File: src/rtl/game_pkg.sv
// Shared definitions for the multi-player game controller: the FSM state
// encoding and the helper that locates a player's slice in the score bus.
package game_pkg;

  typedef enum logic [1:0] {
    ST_IDLE  = 2'd0,
    ST_PLAY  = 2'd1,
    ST_PAUSE = 2'd2,
    ST_OVER  = 2'd3
  } game_state_t;

  // Low bit of player idx inside a flat score bus of score_w-bit fields
  function automatic int score_lo(input int idx, input int score_w);
    return idx * score_w;
  endfunction

endpackage

File: src/rtl/tick_prescaler.sv
// One-second tick generator: counts enabled cycles and pulses tick as the
// count wraps from TICK_DIV-1 back to 0; clr restarts the count.
module tick_prescaler #(
  parameter int TICK_DIV = 100_000_000
) (
  input  logic clkIn,
  input  logic reset,
  input  logic en,
  input  logic clr,
  output logic tick
);

  localparam int CNT_W = $clog2(TICK_DIV);
  localparam logic [CNT_W-1:0] CNT_LAST = CNT_W'(TICK_DIV - 1);

  logic [CNT_W-1:0] cnt_reg;

  assign tick = en && !clr && (cnt_reg == CNT_LAST);

  always_ff @(posedge clkIn or negedge reset) begin
    if (!reset) begin
      cnt_reg <= '0;
    end else if (clr) begin
      cnt_reg <= '0;
    end else if (en) begin
      cnt_reg <= tick ? '0 : cnt_reg + CNT_W'(1);
    end
  end

endmodule

File: src/rtl/multi_player_game_fsm.sv
// Game controller: IDLE/PLAY/PAUSE/OVER FSM with countdown timer, saturating
// per-player score bank, leader/tie detection and a persistent high score.
module multi_player_game_fsm
  import game_pkg::*;
#(
  parameter int NUM_PLAYERS = 2,
  parameter int SCORE_W     = 6,
  parameter int GAME_TIME   = 30,
  parameter int TICK_DIV    = 100_000_000,
  localparam int TIME_W     = $clog2(GAME_TIME + 1),
  localparam int PIDX_W     = (NUM_PLAYERS > 1) ? $clog2(NUM_PLAYERS) : 1
) (
  input  logic                           clkIn,
  input  logic                           reset,
  input  logic                           startGame,
  input  logic                           pauseGame,
  input  logic [NUM_PLAYERS-1:0]         player_scored,
  input  logic                           timer_expired,
  output logic                           game_active,
  output logic                           paused,
  output logic                           game_over,
  output logic [TIME_W-1:0]              time_left,
  output logic [NUM_PLAYERS*SCORE_W-1:0] score,
  output logic [PIDX_W-1:0]              leader,
  output logic                           tie,
  output logic [SCORE_W-1:0]             high_score,
  output logic                           new_high
);

  localparam logic [TIME_W-1:0]  TIME_INIT = TIME_W'(GAME_TIME);
  localparam logic [SCORE_W-1:0] SCORE_MAX = '1;

  game_state_t state_reg, state_next;
  logic [TIME_W-1:0]  time_left_reg, time_left_next;
  logic [SCORE_W-1:0] high_score_reg, high_score_next;
  logic               new_high_reg, new_high_next;
  logic               tick, start_req, presc_en;
  logic [NUM_PLAYERS-1:0][SCORE_W-1:0] score_q, score_d;
  logic [SCORE_W-1:0] lead_max;
  logic [2:0]         n_top;

  function automatic logic [SCORE_W-1:0] max_of(input logic [NUM_PLAYERS-1:0][SCORE_W-1:0] v);
    logic [SCORE_W-1:0] m;
    m = v[0];
    for (int i = 1; i < NUM_PLAYERS; i++) begin
      if (v[i] > m) m = v[i];
    end
    return m;
  endfunction

  assign start_req = startGame && ((state_reg == ST_IDLE) || (state_reg == ST_OVER));
  assign presc_en  = (state_reg == ST_PLAY);

  tick_prescaler #(.TICK_DIV(TICK_DIV)) u_prescaler (
    .clkIn (clkIn),
    .reset (reset),
    .en    (presc_en),
    .clr   (start_req),
    .tick  (tick)
  );

  // One saturating counter per player; points only land while in PLAY
  for (genvar gi = 0; gi < NUM_PLAYERS; gi++) begin : g_score
    logic [SCORE_W-1:0] s_reg, s_next;

    always_comb begin
      s_next = s_reg;
      if (start_req) begin
        s_next = '0;
      end else if ((state_reg == ST_PLAY) && player_scored[gi] && (s_reg != SCORE_MAX)) begin
        s_next = s_reg + SCORE_W'(1);
      end
    end

    always_ff @(posedge clkIn or negedge reset) begin
      if (!reset) s_reg <= '0;
      else        s_reg <= s_next;
    end

    assign score_q[gi] = s_reg;
    assign score_d[gi] = s_next;
    assign score[score_lo(gi, SCORE_W) +: SCORE_W] = s_reg;
  end

  always_comb begin
    lead_max = score_q[0];
    leader   = '0;
    n_top    = '0;
    for (int i = 1; i < NUM_PLAYERS; i++) begin
      if (score_q[i] > lead_max) begin
        lead_max = score_q[i];
        leader   = PIDX_W'(i);
      end
    end
    for (int i = 0; i < NUM_PLAYERS; i++) begin
      if (score_q[i] == lead_max) n_top = n_top + 3'd1;
    end
    tie = (n_top >= 3'd2) && (lead_max != '0);
  end

  always_comb begin
    state_next      = state_reg;
    time_left_next  = time_left_reg;
    high_score_next = high_score_reg;
    new_high_next   = new_high_reg;
    case (state_reg)
      ST_IDLE, ST_OVER: begin
        if (startGame) begin
          state_next     = ST_PLAY;
          time_left_next = TIME_INIT;
          new_high_next  = 1'b0;
        end
      end
      ST_PLAY: begin
        // A forced end freezes the timer even if a tick lands in the same cycle
        if (timer_expired) begin
          state_next = ST_OVER;
        end else begin
          if (tick) time_left_next = time_left_reg - TIME_W'(1);
          if (tick && (time_left_reg == TIME_W'(1))) state_next = ST_OVER;
          else if (pauseGame)                        state_next = ST_PAUSE;
        end
      end
      ST_PAUSE: begin
        if (timer_expired)  state_next = ST_OVER;
        else if (pauseGame) state_next = ST_PLAY;
      end
      default: state_next = ST_IDLE;
    endcase
    // Judge the high score on the post-update scores so last-cycle points count
    if ((state_next == ST_OVER) && (state_reg != ST_OVER) && (max_of(score_d) > high_score_reg)) begin
      high_score_next = max_of(score_d);
      new_high_next   = 1'b1;
    end
  end

  always_ff @(posedge clkIn or negedge reset) begin
    if (!reset) begin
      state_reg      <= ST_IDLE;
      time_left_reg  <= TIME_INIT;
      high_score_reg <= '0;
      new_high_reg   <= 1'b0;
    end else begin
      state_reg      <= state_next;
      time_left_reg  <= time_left_next;
      high_score_reg <= high_score_next;
      new_high_reg   <= new_high_next;
    end
  end

  assign game_active = (state_reg == ST_PLAY);
  assign paused      = (state_reg == ST_PAUSE);
  assign game_over   = (state_reg == ST_OVER);
  assign time_left   = time_left_reg;
  assign high_score  = high_score_reg;
  assign new_high    = new_high_reg;

endmodule

File: config.mk
export PLATFORM = sky130hd
export DESIGN_NAME = multi_player_game_fsm
export DESIGN_NICKNAME = d
export VERILOG_FILES = /design/src/rtl/game_pkg.sv /design/src/rtl/tick_prescaler.sv /design/src/rtl/multi_player_game_fsm.sv
export SDC_FILE = /design/constraint.sdc
export NUM_CORES = 1
export LEC_CHECK = 0
export ABC_AREA = 1
export CAP_MARGIN = 20
export CELL_PAD_IN_SITES_DETAIL_PLACEMENT = 0
export CELL_PAD_IN_SITES_GLOBAL_PLACEMENT = 1
export CORE_AREA = 2 2 103 105
export CTS_CLUSTER_DIAMETER = 60
export DETAILED_ROUTE_END_ITERATION = 8
export DIE_AREA = 0 0 105 107
export DONT_BUFFER_PORTS = 1
export PLACE_DENSITY = 0.7
export REMOVE_ABC_BUFFERS = 1
export SYNTH_ARGS = -nofsm -noshare
export SYNTH_HDL_FRONTEND = slang
export SYNTH_SLANG_ARGS = --single-unit
export TNS_END_PERCENT = 30
File: constraint.sdc
create_clock -name clkIn -period 6.94 [get_ports clkIn]
set_clock_uncertainty 0.2 [all_clocks]
set_input_delay 1.041 -clock clkIn [delete_from_list [all_inputs] [get_ports clkIn]]
set_output_delay 1.041 -clock clkIn [all_outputs]
set_load 0.02 [all_outputs]
* Word level (Yosys, flattened, before mapping)
Index checks and enable logic that the tools add are counted.
Operators by class: add/sub/neg operators 5, $lt $le $gt $ge 4, eq/ne operators 14, muxes and demuxes 26, reductions and logical operators 22
Operators with widths (number):
- $mux W27 | 3
- $mux W6 | 6
- $add A27 B1 Y27 const B | 1
- $eq A27 B27 Y1 const B | 1
- $gt A6 B6 Y1 | 3
- $mux W5 | 3
- $add A6 B1 Y6 const B | 2
- $eq A6 B6 Y1 | 2
- $mux W2 | 6
- $ne A6 B6 Y1 const B | 2
- $logic_and A1 B1 Y1 | 11
- $pmux W5 S2 | 1
- $ne A2 B2 Y1 const B | 4
- $reduce_bool A2 Y1 | 4
- $eq A2 B2 Y1 const B | 3
- $pmux W2 S3 | 1
- $reduce_bool A6 Y1 | 1
- $eq A5 B1 Y1 const B | 1
- $mux W1 | 5
- $sub A5 B1 Y5 const B | 1
- $reduce_and A4 Y1 | 1
- $add A3 B1 Y3 const B | 1
- $ge A3 B2 Y1 const B | 1
- $mux W3 | 1
- other kinds (6) | 6
Storage, ports and cells: bits in registers 53, input bits 7, output and inout bits 29, logic and storage cells 78

* Logic depth before layout (Yosys ltp)
Gate-level depths: netlist of the first run.
word-level depth 15, gate-level depth with buffers 31, gate-level depth less buffers 30

* Cells and area by module
A second synthesis of the first run with hierarchy kept.
Second synthesis, totals: cell total of the unflattened synthesis 596, area total of the unflattened synthesis 4119.0 um2
By module, submodules not included:
- multi_player_game_fsm | times used 1, cells each 342, area each 2318.5 um2, seq. area each 655.6 um2
- tick_prescaler | times used 1, cells each 254, area each 1800.5 um2, seq. area each 675.6 um2

* Worst setup path before layout of the first run
No wires, ideal clock.
kind input -> register, start point input player_scored[0], end point register high_score_reg[0], in the netlist high_score[0], library setup time 117 ps, data arrival time 4060 ps, data required time 6623 ps, path slack 2563 ps, cell stages on the path 26, path buffers 0, cells stage by stage nand2_2 -> nor2_4 -> inv_2 -> nor3_2 -> nor2_1 -> nor3_1 -> inv_2 -> ha_1 -> nand2_1 -> nor2_1 -> nand4_2 -> nand3_4 -> nand3_1 -> and2_4 -> ha_1 -> nand2_1 -> inv_1 -> nand3_1 -> inv_1 -> a21oi_1 -> a211oi_1 -> nand3_1 -> nor2_4 -> inv_2 -> nand2_1 -> nand2_1
Between the ends: word-level cells in the longest chain between the ends 8
RTL lines:
- from (decl) | line multi_player_game_fsm.sv:17 | input logic [NUM_PLAYERS-1:0] player_scored,
- $logic_and A1 B1 Y1 * (2 in series) | line multi_player_game_fsm.sv:70 | end else if ((state_reg == ST_PLAY) && player_scored[gi] && (s_reg != SCORE_MAX)) begin
- $mux W6 * | line multi_player_game_fsm.sv:70
- $mux W6 * | line multi_player_game_fsm.sv:68 | if (start_req) begin
- net g_score[0].s_next[5] | line multi_player_game_fsm.sv:64 | logic [SCORE_W-1:0] s_reg, s_next;
- $gt A6 B6 Y1 | line multi_player_game_fsm.sv:46 | if (v[i] > m) m = v[i];
- $mux W6 * | line multi_player_game_fsm.sv:46
- $gt A6 B6 Y1 | line multi_player_game_fsm.sv:131 | if ((state_next == ST_OVER) && (state_reg != ST_OVER) && (max_of(score_d) > high_score_reg)) begin
- $logic_and A1 B1 Y1 | line multi_player_game_fsm.sv:131
- to (signal assigned) | line multi_player_game_fsm.sv:146 | high_score_reg <= high_score_next;
- to (decl) | line multi_player_game_fsm.sv:35 | logic [SCORE_W-1:0] high_score_reg, high_score_next;
The timed path passes the listed nets; every way through them passes the cells marked *. A chain may end at the register's enable or synchronous reset.

* Final worst setup path of the first run
start point register state_reg[1], end point register high_score_reg[1], in the netlist high_score[1]
Between the ends: elaborated cells on any way between the ends 33, classes of those cells order compare: 2; eq/ne: 5; mux: 12; reduce/logical: 14
RTL lines:
- from (decl) | line multi_player_game_fsm.sv:33 | game_state_t state_reg, state_next;
- from (signal assigned) | line multi_player_game_fsm.sv:144 | state_reg <= state_next;
- $eq A2 B1 Y1 *
- net game_active | line multi_player_game_fsm.sv:19 | output logic game_active,
- $logic_and A1 B1 Y1 * (2 in series) | line multi_player_game_fsm.sv:70
- $mux W6 * | line multi_player_game_fsm.sv:70
- $mux W6 * | line multi_player_game_fsm.sv:68
- net g_score[1].s_next[4] | line multi_player_game_fsm.sv:64
- $gt A6 B6 Y1 | line multi_player_game_fsm.sv:46
- $mux W6 * | line multi_player_game_fsm.sv:46
- $gt A6 B6 Y1 | line multi_player_game_fsm.sv:131
- $logic_and A1 B1 Y1 | line multi_player_game_fsm.sv:131
Marked as above.

==> metrics.csv, run 1 <==
stage,metric,value,unit
clock_network,cts hold-fix bufs,0,
drt,DR pass1 iterations,4,
clock_network,setup bufs post-CTS,0,
final_layout,"most common cell after layout, fill and taps aside",nand2_1,
synthesis,"FFs w/ async S/R, synth",100,%
final_layout,highest-count cells in the layout ignoring fill and taps,"nand2_1 (99), inv_1 (78), nor2_1 (55)",
pwr,Peak VDD IR,0.000212,V
worst_setup_path,CP max-delay cell,ha_1,
global_route,vias in the first global route,3347,
sta,RSZ-0062 raised after global routing,false,
clock_network,Worst-path clk slew,0.10,ns
drt,DR WL/cell,14.2,um
final_layout,Filler cells,1069,
pwr,proportion of power drawn by combinational gates,65.6,%
synthesis,Post-synth EDFFs,0,
final_layout,Area growth syn-to-layout,6.70,%
synthesis,"Avg Cell Area, Syn",7.32,sq um
worst_setup_path,"Req. time, crit path",6.96,ns
synthesis,top post-synthesis cells by area,"dfrtp_1 (31%), nand2_1 (9.5%), ha_1 (8.3%)",
worst_setup_path,CP Max Fanout,12,
pwr,Leak Pwr,2.01,nW
floorplanning,Die Footprint,11200,sq um
synthesis,"Seq/Total Area, Yosys",34.0,%
clock_network,clk sinks,53,
sta,Hold WS,0.208,ns
floorplanning,Die Y,107,um
synthesis,Mapped Cells,536,
clock_network,Root Driver,clkbuf_8,
sta,setup tns final,0,ns
floorplanning,Core Area,10100,sq um
status,status,"complete, no violations",
global_route,Overall Global Routing Usage,18.0,%
floorplanning,Top-Level Pins,36,
sta,Slew Limit Fails,0,
run,max_cap viols,0,
sta,Final WS setup,1.85,ns
clock_network,Num CTS Buffers,5,
global_route,initial antenna violation count,0,
final_layout,# nets final,571,
synthesis,Synth area leader,dfrtp_1,
placement,RePlAce Congestion,0.839,
hold_path,worst min-delay path class,in -> async,
floorplanning,die width,105,um
clock_network,clk_lat worst skew,0.32,ns
worst_setup_path,Worst Path Arrival,5.10,ns
sta,slew margin rel.,49.8,%
sta,minimum clock period after layout,5.09,ns
synthesis,post-synth top area share,31.3,%
floorplanning,initial core utilization,38.9,%
pwr,Int Pwr,0.000961,W
clock_network,H-tree levels,2,
placement,IO Port Bufs,0,
worst_setup_path,most frequent CP cell,nand2_1,
global_route,pin count of the biggest net entering global routing,54,
sta,setup violators final,0,
drt,WL final,9570,um
sta,period utilisation layout,73.3,%
drt,vias per cell,5.02,
drt,routed vias,3389,
pwr,P_sw,0.00112,W
synthesis,Ys Warns,0,
synthesis,Post-synth top flop,dfrtp_1,
synthesis,"FF+latch count, synth",53,
sta,endpoints failing hold,0,
worst_setup_path,crit end category,flip-flop,
clock_network,CTS tree,done,
drt,DR iter-0 viols,131,
final_layout,antenna fix cells,0,
worst_setup_path,Critical Path Start Type,flip-flop,
pwr,clock power share,10.9,%
pwr,sequential share of power,23.5,%
clock_network,# resized after CTS,0,
sta,highest clock rate,0.197,GHz
synthesis,Post-Syn Area,3920,sq um
drt,Final ANT Viol Nets,0,
worst_setup_path,critical path type,reg -> reg,
drt,Post-route DRC,0,
pwr,PwrDens,497,nW/um^2
final_layout,max reg flops,27,
placement,pre-CTS WS,1.82,ns
pwr,switching share of power,53.8,%
global_route,remaining global-route overflow,0,
final_layout,Final Util,41.5,%
final_layout,share of layout cells above drive strength 1,12.1,%
synthesis,number of distinct library cells after synthesis,47,
global_route,first-pass GRT wire length,16200,um
clock_network,CTS max path bufs,2,
placement,DP Wirelength,7370,um
sta,Least-Margin Pin Slew,0.753,ns
worst_setup_path,Critical Path Max Stage Delay,0.66,ns
floorplanning,Rows,37,
==> area by class of cell <==
type / count / area, sq um / share of cell area [%]
multi-input combinational: 392 / 2240 / 53.5
sequential: 53 / 1330 / 31.8
inverter: 86 / 325 / 7.78
tap: 136 / 170 / 4.07
clock buffer: 6 / 82.6 / 1.97
clock inverter: 2 / 37.5 / 0.897
==> Yosys cell counts (2+ instances only) <==
master and count:
and2_4 3, xor2_1 5, nor3_2 2, nor2_1 55, nor2_2 7, o21ai_0 28, nand2_4 2, inv_1 78
o21ai_1 3, a211oi_1 2, nand3_1 51, nand2_1 99, nor3_1 22, inv_2 7, nand4_1 11, and2_1 2
ha_1 26, a31oi_1 2, nor4_1 2, dfstp_2 4, nor2_4 5, dfrtp_1 49, nand3_4 2, buf_2 4
a22oi_1 2, o21a_1 3, o21bai_1 3, a21oi_1 21, nand3_2 3, nand2_2 16
==> per-layer routing <==
| metal | part of all wire, % | wire, um | GRT usage [%] |
|---|---|---|---|
| met1 | 44 | 4180 | 21.5 |
| met2 | 52 | 4930 | 33.2 |
| met3 | 3.7 | 354 | 3.10 |
| met4 | 1.1 | 104 | 4.57 |
| met5 | 0 | 0 | 0 |
==> power by group through the flow <==
| stage | Sequential [W] | Combinational [W] | Clock [W] |
|---|---|---|---|
| 6_report | 0.000488 | 0.00136 | 0.000228 |
| 5_1_grt | 0.000498 | 0.00157 | 0.000248 |
| 4_1_cts | 0.000490 | 0.00138 | 0.000236 |
| 3_5_place_dp | 0.000496 | 0.00137 | 0 |
| 3_3_place_gp | 0.000496 | 0.00136 | 0 |
| 2_1_floorplan | 0.000471 | 0.00111 | 0 |
==> cells by family (layout without fill, tap and decap cells) <==
logic type                 after synthesis  in the layout  share of synthesized area, %
DFF                                     53             53                          34.0
xor gates and xnor gates                 6              6                          1.34
and+or+nand+nor                        289            289                          37.0
AOI/OAI and AO/OA                       71             71                          10.4
buffers and inverters                   91             94                          9.00
adders and majority gates               26             26                          8.30
==> final timing paths <==
| path | from | end | slack (ns) | depth (start not counted) |
|---|---|---|---|---|
| max | state_reg[1] | high_score[1] | 1.85 | 26 |
| min | reset | g_score[1].s_reg[2] | 0.21 | 0 |
| max reg2reg | state_reg[1] | high_score[1] | 1.85 | 26 |
| min reg2reg | u_prescaler.cnt_reg[17] | u_prescaler.cnt_reg[17] | 0.28 | 1 |
| max in group asynchronous | reset | time_left[1] | 6.11 | 0 |
| min in group clkIn | u_prescaler.cnt_reg[17] | u_prescaler.cnt_reg[17] | 0.28 | 1 |
==> stage by stage <==
stage               std cells  cell area (sq um)  total power [W]
CTS                       675               4180          0.00210
global placement          667               4060          0.00185
global route              675               4180          0.00232
finish                    675               4180          0.00208
detailed placement        667               4060          0.00187
floorplan                 531               3890          0.00158
==> critical path: cells and delay by family, from the launching register on <==
| kind | cells | cell delay [ns] |
|---|---|---|
| AND/OR/NAND/NOR | 14 | 1.86 |
| adder cells (fa/ha/maj) | 3 | 1.22 |
| AO/OA/AOI/OAI | 4 | 0.82 |
| buffers and inverters | 5 | 0.43 |
| flip-flops | 1 | 0.42 |
Note: power is estimated with default switching activity, not from simulation.
==> run 2: changes to the inputs <==
- PLACE_DENSITY: 0.7 -> 0.73
- clock period: 6.94 -> 4.62 ns (I/O delays scaled with it)
==> run 2 against run 1 <==
  * Global-route usage rose by 0.50 points
  * Clock power rose by 50%
  * Routed wire length is 5.1% higher
  * Sequential share of layout area decreased by 1.5 points
  * Fmax increased by 20%
  * Worst hold slack got worse by 0.19 ns
  * Flip-flop and latch count unchanged
  * Sequential power rose by 35%
  * First-iteration DRC count fell by 0.76%
  * Critical path type unchanged
  * Largest power group unchanged
==> metrics.csv, run 2 (synthesized netlist as in run 1, its figures left out) <==
stage,metric,value,unit
global_route,Overall Global Routing Usage,18.5,%
pwr,switching share of power,53.7,%
sta,setup tns final,0,ns
sta,setup violators final,0,
clock_network,Num CTS Buffers,5,
placement,DP Wirelength,7640,um
placement,RePlAce Congestion,0.826,
drt,routed vias,3488,
placement,IO Port Bufs,0,
floorplanning,Rows,37,
sta,Hold WS,0.0191,ns
drt,vias per cell,5.03,
floorplanning,Top-Level Pins,36,
global_route,remaining global-route overflow,0,
placement,DP Area,4170,sq um
global_route,pin count of the biggest net entering global routing,50,
final_layout,"most common cell after layout, fill and taps aside",nand2_1,
drt,DR iter-0 viols,130,
clock_network,clk sinks,53,
pwr,Peak VDD IR,0.000312,V
pwr,sequential share of power,19.8,%
drt,DR WL/cell,14.5,um
worst_setup_path,Critical Path Max Stage Delay,0.43,ns
final_layout,max reg flops,27,
final_layout,Area growth syn-to-layout,12.2,%
hold_path,worst min-delay path class,in -> async,
drt,Post-route DRC,0,
final_layout,antenna fix cells,0,
final_layout,"Design Area, Final",4400,sq um
sta,Slew Limit Fails,0,
sta,Least-Margin Pin Slew,0.546,ns
final_layout,highest-count cells in the layout ignoring fill and taps,"nand2_1 (99), inv_1 (77), nor2_1 (54)",
pwr,P_sw,0.00178,W
final_layout,Final Util,43.6,%
final_layout,# nets final,589,
sta,highest clock rate,0.235,GHz
floorplanning,Core Area,10100,sq um
global_route,initial antenna violation count,0,
sta,slew margin rel.,63.5,%
final_layout,Filler cells,1093,
drt,WL final,10100,um
clock_network,CTS max path bufs,2,
worst_setup_path,critical path type,reg -> reg,
floorplanning,Die Y,107,um
status,status,"complete, no violations",
worst_setup_path,Critical Path Start Type,flip-flop,
clock_network,H-tree levels,2,
sta,period utilisation layout,92.1,%
clock_network,CTS tree,done,
global_route,first-pass GRT wire length,16700,um
worst_setup_path,CP max-delay cell,dfrtp_2,
global_route,vias in the first global route,3455,
floorplanning,Die Footprint,11200,sq um
worst_setup_path,"Req. time, crit path",4.64,ns
pwr,PwrDens,755,nW/um^2
pwr,Int Pwr,0.00154,W
worst_setup_path,Worst Path Arrival,4.27,ns
sta,minimum clock period after layout,4.26,ns
pwr,proportion of power drawn by combinational gates,69.9,%
worst_setup_path,R2R cell count,25,
floorplanning,initial core utilization,38.9,%
pwr,Power Total,0.00332,W
pwr,Leak Pwr,2.13,nW
worst_setup_path,CP Max Fanout,9,
sta,endpoints failing hold,0,
run,max_cap viols,0,
clock_network,Root Driver,clkbuf_8,
clock_network,Worst-path clk slew,0.11,ns
worst_setup_path,crit end category,flip-flop,
final_layout,share of layout cells above drive strength 1,16.5,%
floorplanning,die width,105,um
clock_network,clk_lat worst skew,0.31,ns
pwr,clock power share,10.3,%
drt,Final ANT Viol Nets,0,
drt,DR pass1 iterations,4,
worst_setup_path,most frequent CP cell,nand2_1,
==> run 2: final timing paths <==
kind                                          from                      end  slack, ns
setup / recovery                      state_reg[0]            high_score[1]       0.36
hold / removal                               reset                 new_high       0.02
setup reg to reg                      state_reg[0]            high_score[1]       0.36
hold reg to reg            u_prescaler.cnt_reg[17]  u_prescaler.cnt_reg[17]       0.29
max in group asynchronous                    reset             time_left[1]       3.47
min in group clkIn         u_prescaler.cnt_reg[17]  u_prescaler.cnt_reg[17]       0.29
==> run 2: routing by layer <==
metal / GRT usage (%) / share of wire (%) / up-vias
met4: 4.76 / 1.3 / 0
met1: 23.3 / 46 / 1625
li1: - / - / 1797
met2: 33.3 / 50 / 52
met3: 2.25 / 2.4 / 14
met5: 0 / 0 / -
==> run 2: worst max-delay path, delay by kind of cell (launching register included) <==
kind                       cells  cell delay, ns
buffers and inverters          6            0.49
and+or+nand+nor               14            1.83
adders and majority gates      3            0.97
AOI/OAI and AO/OA              2            0.24
DFF                            1            0.43
==> run 2: area by class of cell <==
class	instances	area, sq um	share of cell area, %
multi-input cells	392	2290	52.1
flip-flops and latches	53	1330	30.3
inverters	86	328	7.45
repair buffers	18	158	3.58
clock inverters	3	47.5	1.08
clock buffers	5	68.8	1.56
well taps	136	170	3.87
==> run 2: power groups by stage <==
stage          logic, W  clock network, W  registers [W]
5_1_grt         0.00266          0.000367       0.000671
3_5_place_dp    0.00221                 0       0.000665
2_1_floorplan   0.00167                 0       0.000707
6_report        0.00232          0.000342       0.000658
4_1_cts         0.00224          0.000355       0.000656
3_3_place_gp    0.00218                 0       0.000664
==> run 2: through the flow <==
step	std cells	setup slack (ns)
CTS	691	0.0440
floorplan	531	0.196
global route	693	-0.0754
detailed placement	681	0.0677
finish	693	0.364
global placement	681	0.231
==> run 2: repair_timing <==
action | in CTS | in global routing
hold endpoints to repair | 49 | 0
endpoints found under the setup margin | 0 | 7
hold buffers | 2 | 0
setup buffers | 0 | 2
gates resized for setup | 0 | 15
